--- src/rtl/ooo_config_pkg.sv ---
// Machine-wide out-of-order core sizing constants shared by the issue-side blocks.
package ooo_config;
  localparam int unsigned PREG_BITS   = 6;
  localparam int unsigned ROB_BITS    = 5;
  localparam int unsigned BRU_NUM     = 4;
  localparam int unsigned CDB_PORTS   = 4;
  localparam int unsigned BR_IDX_BITS = $clog2(BRU_NUM);
endpackage

--- src/rtl/rv32i_types_pkg.sv ---
// RV32 micro-op types shared between dispatch, the divide reservation station and the divider.
package rv32i_types;
  import ooo_config::*;

  typedef logic [BRU_NUM-1:0] br_mask;

  // Values match the M-extension funct3 encodings.
  typedef enum logic [2:0] {
    F3Div  = 3'b100,
    F3Divu = 3'b101,
    F3Rem  = 3'b110,
    F3Remu = 3'b111
  } div_f3_t;

  typedef struct packed {
    logic [PREG_BITS-1:0] ps1;
    logic [PREG_BITS-1:0] ps2;
    logic                 ps1_rdy;
    logic                 ps2_rdy;
    logic [ROB_BITS-1:0]  rob_idx;
    logic [4:0]           rd;
    logic [PREG_BITS-1:0] pd;
    div_f3_t              divop;
    br_mask               branch_mask;
  } div_rs_entry_t;
endpackage

--- src/rtl/rs_age_matrix.sv ---
// Age matrix for a reservation station: grants the oldest requesting slot (one-hot).
module rs_age_matrix #(
  parameter int unsigned DEPTH = 8
) (
  input  logic             clk,
  input  logic             rst,
  input  logic [DEPTH-1:0] alloc,
  input  logic [DEPTH-1:0] free,
  input  logic [DEPTH-1:0] req,
  output logic [DEPTH-1:0] grant
);
  // older_q[i][j] set means slot i is older than slot j.
  logic [DEPTH-1:0] older_q [DEPTH];
  logic [DEPTH-1:0] older_d [DEPTH];

  always_comb begin
    for (int i = 0; i < DEPTH; i++) begin
      older_d[i] = older_q[i];
      for (int j = 0; j < DEPTH; j++) begin
        if (alloc[i] || free[i]) begin
          older_d[i][j] = 1'b0;
        end else if (alloc[j]) begin
          older_d[i][j] = 1'b1;
        end
      end
    end
  end

  always_comb begin
    for (int i = 0; i < DEPTH; i++) begin
      grant[i] = req[i];
      for (int j = 0; j < DEPTH; j++) begin
        if (req[j] && older_q[j][i]) grant[i] = 1'b0;
      end
    end
  end

  always_ff @(posedge clk) begin
    if (rst) begin
      older_q <= '{default: '0};
    end else begin
      older_q <= older_d;
    end
  end
endmodule

--- src/rtl/div_resv_station.sv ---
// Divide-unit reservation station: holds DIV/REM micro-ops until sources wake, issues oldest ready.
// Define DIV_RESV_PERF_EN to add saturating full-stall and issue counters.
module div_resv_station
  import ooo_config::*;
  import rv32i_types::*;
#(
  parameter int unsigned DEPTH = 8
) (
  input  logic                           clk,
  input  logic                           rst,
  input  logic                           disp_valid,
  output logic                           disp_ready,
  input  div_rs_entry_t                  disp_entry,
  input  logic [CDB_PORTS-1:0]           cdb_valid,
  input  logic [CDB_PORTS*PREG_BITS-1:0] cdb_pd,
  input  logic                           br_valid,
  input  logic                           br_mispred,
  input  logic [BR_IDX_BITS-1:0]         br_idx,
  output logic                           div_issue,
  output div_rs_entry_t                  div_entry,
  output logic [PREG_BITS-1:0]           regf_ps1,
  output logic [PREG_BITS-1:0]           regf_ps2
`ifdef DIV_RESV_PERF_EN
  ,
  output logic [31:0]                    perf_full_cycles,
  output logic [31:0]                    perf_issues
`endif
);
  div_rs_entry_t    entries_q [DEPTH];
  div_rs_entry_t    entries_d [DEPTH];
  logic [DEPTH-1:0] valid_q, valid_d;
  logic [DEPTH-1:0] free_slot, alloc, free, cand, grant;
  logic             found, squash, disp_fire, sel_kill;
  div_rs_entry_t    sel_entry, new_entry;

  function automatic logic woken(input logic [PREG_BITS-1:0] tag,
                                 input logic [CDB_PORTS-1:0] vld,
                                 input logic [CDB_PORTS*PREG_BITS-1:0] pds);
    logic hit;
    hit = (tag == '0);
    for (int p = 0; p < CDB_PORTS; p++) begin
      if (vld[p] && (pds[p*PREG_BITS +: PREG_BITS] == tag)) hit = 1'b1;
    end
    return hit;
  endfunction

  assign squash     = br_valid & br_mispred;
  assign disp_ready = ~&valid_q;
  assign disp_fire  = disp_valid & disp_ready & ~(squash & disp_entry.branch_mask[br_idx]);
  assign alloc      = disp_fire ? free_slot : '0;

  always_comb begin
    free_slot = '0;
    found     = 1'b0;
    for (int i = 0; i < DEPTH; i++) begin
      if (!valid_q[i] && !found) begin
        free_slot[i] = 1'b1;
        found        = 1'b1;
      end
    end
  end

  always_comb begin
    for (int i = 0; i < DEPTH; i++) begin
      cand[i] = valid_q[i] & entries_q[i].ps1_rdy & entries_q[i].ps2_rdy;
    end
  end

  rs_age_matrix #(.DEPTH(DEPTH)) u_age (
    .clk   (clk),
    .rst   (rst),
    .alloc (alloc),
    .free  (free),
    .req   (cand),
    .grant (grant)
  );

  always_comb begin
    sel_entry = '0;
    for (int i = 0; i < DEPTH; i++) begin
      if (grant[i]) sel_entry = entries_q[i];
    end
    // A mispredict hitting the oldest candidate kills the whole issue slot this cycle.
    sel_kill  = squash & sel_entry.branch_mask[br_idx];
    div_issue = (|grant) & ~sel_kill & ~rst;
    div_entry = sel_entry;
    if (br_valid) div_entry.branch_mask[br_idx] = 1'b0;
    regf_ps1  = sel_entry.ps1;
    regf_ps2  = sel_entry.ps2;
    free      = div_issue ? grant : '0;
  end

  always_comb begin
    new_entry = disp_entry;
    new_entry.ps1_rdy = disp_entry.ps1_rdy | woken(disp_entry.ps1, cdb_valid, cdb_pd);
    new_entry.ps2_rdy = disp_entry.ps2_rdy | woken(disp_entry.ps2, cdb_valid, cdb_pd);
    if (br_valid && !br_mispred) new_entry.branch_mask[br_idx] = 1'b0;
    for (int i = 0; i < DEPTH; i++) begin
      entries_d[i] = entries_q[i];
      entries_d[i].ps1_rdy = entries_q[i].ps1_rdy | woken(entries_q[i].ps1, cdb_valid, cdb_pd);
      entries_d[i].ps2_rdy = entries_q[i].ps2_rdy | woken(entries_q[i].ps2, cdb_valid, cdb_pd);
      if (br_valid && !br_mispred) entries_d[i].branch_mask[br_idx] = 1'b0;
      valid_d[i] = valid_q[i] & ~free[i] & ~(squash & entries_q[i].branch_mask[br_idx]);
      if (alloc[i]) begin
        entries_d[i] = new_entry;
        valid_d[i]   = 1'b1;
      end
    end
  end

  always_ff @(posedge clk) begin
    if (rst) begin
      valid_q <= '0;
    end else begin
      valid_q <= valid_d;
    end
  end

  // Payload needs no reset; valid_q qualifies every use.
  always_ff @(posedge clk) begin
    entries_q <= entries_d;
  end

`ifdef DIV_RESV_PERF_EN
  always_ff @(posedge clk) begin
    if (rst) begin
      perf_full_cycles <= '0;
      perf_issues      <= '0;
    end else begin
      if (disp_valid && !disp_ready && (perf_full_cycles != '1)) begin
        perf_full_cycles <= perf_full_cycles + 32'd1;
      end
      if (div_issue && (perf_issues != '1)) begin
        perf_issues <= perf_issues + 32'd1;
      end
    end
  end
`endif
endmodule
--- config.mk ---
export PLATFORM = sky130hd
export DESIGN_NAME = div_resv_station
export DESIGN_NICKNAME = d
export VERILOG_FILES = /design/src/rtl/ooo_config_pkg.sv /design/src/rtl/rv32i_types_pkg.sv /design/src/rtl/rs_age_matrix.sv /design/src/rtl/div_resv_station.sv
export SDC_FILE = /design/constraint.sdc
export NUM_CORES = 1
export LEC_CHECK = 0
export BUFFER_PORTS_ARGS = -buffer_cell sky130_fd_sc_hd__buf_2
export CORE_MARGIN = 10
export CORE_UTILIZATION = 44
export DETAILED_ROUTE_END_ITERATION = 10
export GPL_TIMING_DRIVEN = 0
export HOLD_SLACK_MARGIN = 0.06
export PLACE_DENSITY_LB_ADDON = 0.1
export SYNTH_ARGS = -nofsm -noshare
export SYNTH_HDL_FRONTEND = slang
export SYNTH_SLANG_ARGS = --single-unit
--- constraint.sdc ---
create_clock -name clk -period 4.5 [get_ports clk]
set_input_delay 0.9 -clock clk [delete_from_list [all_inputs] [get_ports clk]]
set_output_delay 0.9 -clock clk [all_outputs]
set_load 0.1 [all_outputs]
==> impl_results.md <==
- Register bit total from synthesis: 368
- Max-capacitance violation count: 0
- Sinks on the clock net: 368
- Initial core utilization: 44.33%
- Maximum number of pins on one net before global-route repair: 41
- CP Class: reg -> out
- Weighted congestion reported at the end of routability-driven placement: 0.9388
- Synth area leader: edfxtp_1
- Portion of the post-synthesis area used by sequential elements: 48.15%
- Detailed router's first-iteration violation count: 1797
- Final setup fails: 0
- Register-to-Register Setup Slack: 1000 ps
- Clk Tree Root Cell: clkbuf_16
- Post-synthesis net count: 2179
- Final instance area: 0.02468 mm²
- Sum of met2 wire segment lengths after detailed routing: 35770 µm
- Setup crit end kind: output port
- Count of flip-flops with a built-in enable after synthesis: 280
- Number of detailed-routing iterations run before antenna repair: 5
- Area of the die: 0.05716 mm²
- Max incr delay on CP: 450 ps
- Warning count from the yosys run: 0
- Proportion of netlist area held by the largest area contributor: 39.81%
- Post-layout nets: 2332
- CP Cell Sequence: buf_2 -> and4b_1 -> nand4_1 -> nor3_1 -> clkbuf_4 -> clkbuf_4 -> a21oi_1 -> a211oi_4 -> buf_4 -> buf_4
- Worst reg2reg startpoint: valid_q[3]
- Peak supply drop: 0.3238 mV
- Critical Path RT: 3600 ps
- Fmax achieved: 223.6 MHz
- Count of fill cells added during filler insertion: 4329
- Final max-slew violation count: 0
- Detail Route met3 WL: 6104 µm
- Clk Latency, worst-skew pair: 590 ps
- Buffers added on ports: 92
- Number of antenna violations at the first check in global routing: 0
- Fraction of registers with async set/reset: 0%
- H-tree level count: 2
- Status: finished clean
- Logic depth of the worst path, buffers included: 10
- R2R cell count: 10
- DR vias/cell: 6.076
- Final worst clock skew: 24.21 ps
- Data arrival at the endpoint of the critical path: 3570 ps
- Total global routing overflow: 0
- DRC: 0
- Number of cell rows: 80
- Synthesized cell area: 0.02112 mm²
- First-pass GRT wire length: 115400 µm
- Worst max-slew margin expressed relative to the limit: 13.40%
- Worst path buffer plus inverter count: 5
- Endpoint of the lowest-slack register-to-register path: entries_q[78]
- Number of buffers created by CTS: 43
- Post-route minimum period: 4473 ps
- Final hold violation count: 0
- CP Max Fanout: 10
- Synth Area per Inst: 10.02 µm²
- Width of the die: 239.1 µm
- Number of vias after detailed routing: 17670
- Worst Max-Slew Pin Slew: 1285 ps
- Static Leakage: 8.413 nW
- Highest signal layer in the routed design: met4
- Hold/Removal Path Class: reg -> reg
- Clock transition at the register clock pins on the worst setup and hold paths after CTS: 60 ps
- TritonCTS clock tree: yes
- Leading cell types by total area after synthesis: edfxtp_1, xnor2_1, dfxtp_1
- Critical Path Start: valid_q[5]
- Most used DFF post-synth: edfxtp_1
- Pwr dens: 357.0 mW/mm²
- Hold Path Cell Cnt: 1
- Placed inst area: 0.02269 mm²
- Average routed wire per standard cell: 27.05 µm
- Startpoint Class: flip-flop
- Cell at the slowest stage of the critical path: nor3_1
- ANT cells: 0
- Layout area overhead: 16.85%
- Total track usage: 27.03%
- Fin Hold WS: 454.7 ps
- Sum of net half-perimeters after detailed placement: 54360 µm
- Dominant delay contributor by cell family on the critical path: buffers and inverters
- Fraction of layout cells with a size suffix above 1: 15.43%
- Die Height: 239.1 µm
- Crit path capture: regf_ps2[2]
- Antenna Violating Nets Remaining: 0
- Maximum clock insertion buffer count: 3
- Setup repair after global routing missed its margin: yes
- Routed metal-1 wire length: 33210 µm
- Via count of the first global-routing pass: 17340
- Placeable Area: 0.04765 mm²
- Total wirelength of the detailed-routed design: 78680 µm
- Netlist cell types: 65
- I/O pin total: 123
- Mapped Cells: 2107
- Share of the clock period used by the worst path after layout: 99.40%
-- worst reg2reg max path: stages (launching register included) --
cell	delay, ps
dfxtp_1	350
clkbuf_2	220
and3_1	240
nand4_1	140
nand3_1	210
or2_1	290
or3_1	320
clkbuf_1	260
inv_2	300
clkbuf_2	540
buf_12	300
-- layout by cell type (no fill, tap or decap), drive strengths merged, types with 3 or more instances in the layout --
master,instances
clkbuf,242
xor2,197
buf,196
nand2,117
clkinv,17
and3,5
o41ai,17
nand2b,4
dfxtp,88
a211oi,15
nand4,138
xnor2,230
or3,9
and2,9
o311ai,3
mux4,9
nand3,85
inv,23
or4,17
nor2,144
a21oi,95
nor4,63
and4b,8
or2,7
bufinv,3
a311oi,30
a31oi,14
nor3,35
o221ai,30
edfxtp,280
o22ai,22
o21ai,109
-- synthesized netlist by cell type, drive strengths merged, types with 14 or more instances --
| cell type | number |
|---|---|
| a211oi | 15 |
| a21oi | 95 |
| a311oi | 30 |
| a31oi | 14 |
| buf | 87 |
| clkbuf | 188 |
| dfxtp | 88 |
| edfxtp | 280 |
| inv | 20 |
| nand2 | 117 |
| nand3 | 85 |
| nand4 | 138 |
| nor2 | 144 |
| nor3 | 35 |
| nor4 | 63 |
| o21ai | 109 |
| o221ai | 30 |
| o22ai | 22 |
| o41ai | 17 |
| or4 | 17 |
| xnor2 | 230 |
| xor2 | 197 |
-- final cells by class --
cell class	count	area (µm²)	area share, %
Inverter	20	75.07	0.3042
Clock inverter	24	229.0	0.9278
Timing Repair Buffer	112	900.9	3.650
Sequential cell	368	10180	41.26
Clock buffer	55	1141	4.624
Multi-Input combinational cell	1444	10100	40.93
Tap cell	615	769.5	3.118
Buffer	271	1279	5.181
-- repair_timing --
item                                    in CTS  in global routing
hold buffers                                 0                  0
gates cloned                                 0                  0
buffers inserted                             8                  4
endpoints found under the setup margin      50                 47
resized for setup                          146                 53
pin swaps                                    9                 11
-- how the worst min path moves through the flow --
stage | startpoint | end | slack (ps)
after floorplan | u_age.older_q[14] | u_age.older_q[14] | 420
after global placement | u_age.older_q[49] | u_age.older_q[49] | 440
after detailed placement | u_age.older_q[7] | u_age.older_q[7] | 440
after CTS | u_age.older_q[7] | u_age.older_q[7] | 460
after global routing | u_age.older_q[7] | u_age.older_q[7] | 490
final | u_age.older_q[7] | u_age.older_q[7] | 450
-- metal layers --
layer	track usage [%]	vias up
li1	-	7929
met1	35.94	8749
met2	42.50	812
met3	4.345	184
met4	12.50	0
met5	0	-
-- cells by family after synthesis --
logic type / synth area share [%]
AO/OA/AOI/OAI: 11.60
flip-flops: 48.15
XOR/XNOR: 17.71
AND/OR/NAND/NOR: 15.86
buffers and inverters: 5.669
multiplexers: 1.007
-- through the flow --
stage / instances / worst slack [ps] / utilization (%) / total power, mW / TNS (ps)
after floorplan: 2107 / -146.0 / - / 4.922 / -146.0
after global placement: 2814 / -1392 / 47.28 / 5.307 / -344550
after detailed placement: 2822 / -430.3 / 47.62 / 5.332 / -11790
after CTS: 2905 / -6.852 / 51.48 / 8.812 / -6.852
after global routing: 2909 / -19.61 / 51.80 / 9.074 / -67.14
final: 2909 / 26.84 / 51.80 / 8.811 / 0
-- flip-flops by register name (all words and copies together), names as in the netlist --
| register | cells |
|---|---|
| entries_q | 296 |
| valid_q | 8 |
| u_age.older_q | 64 |
-- power by group --
part           switching (mW)  internal [mW]  leakage, nW  total, mW
registers              0.0511           3.75         3.27       3.80
logic                    1.10          0.466         4.48       1.56
clock network            1.46           1.98        0.669       3.44
total                    2.61           6.20         8.41       8.81
(Power assumes the default switching activity.)
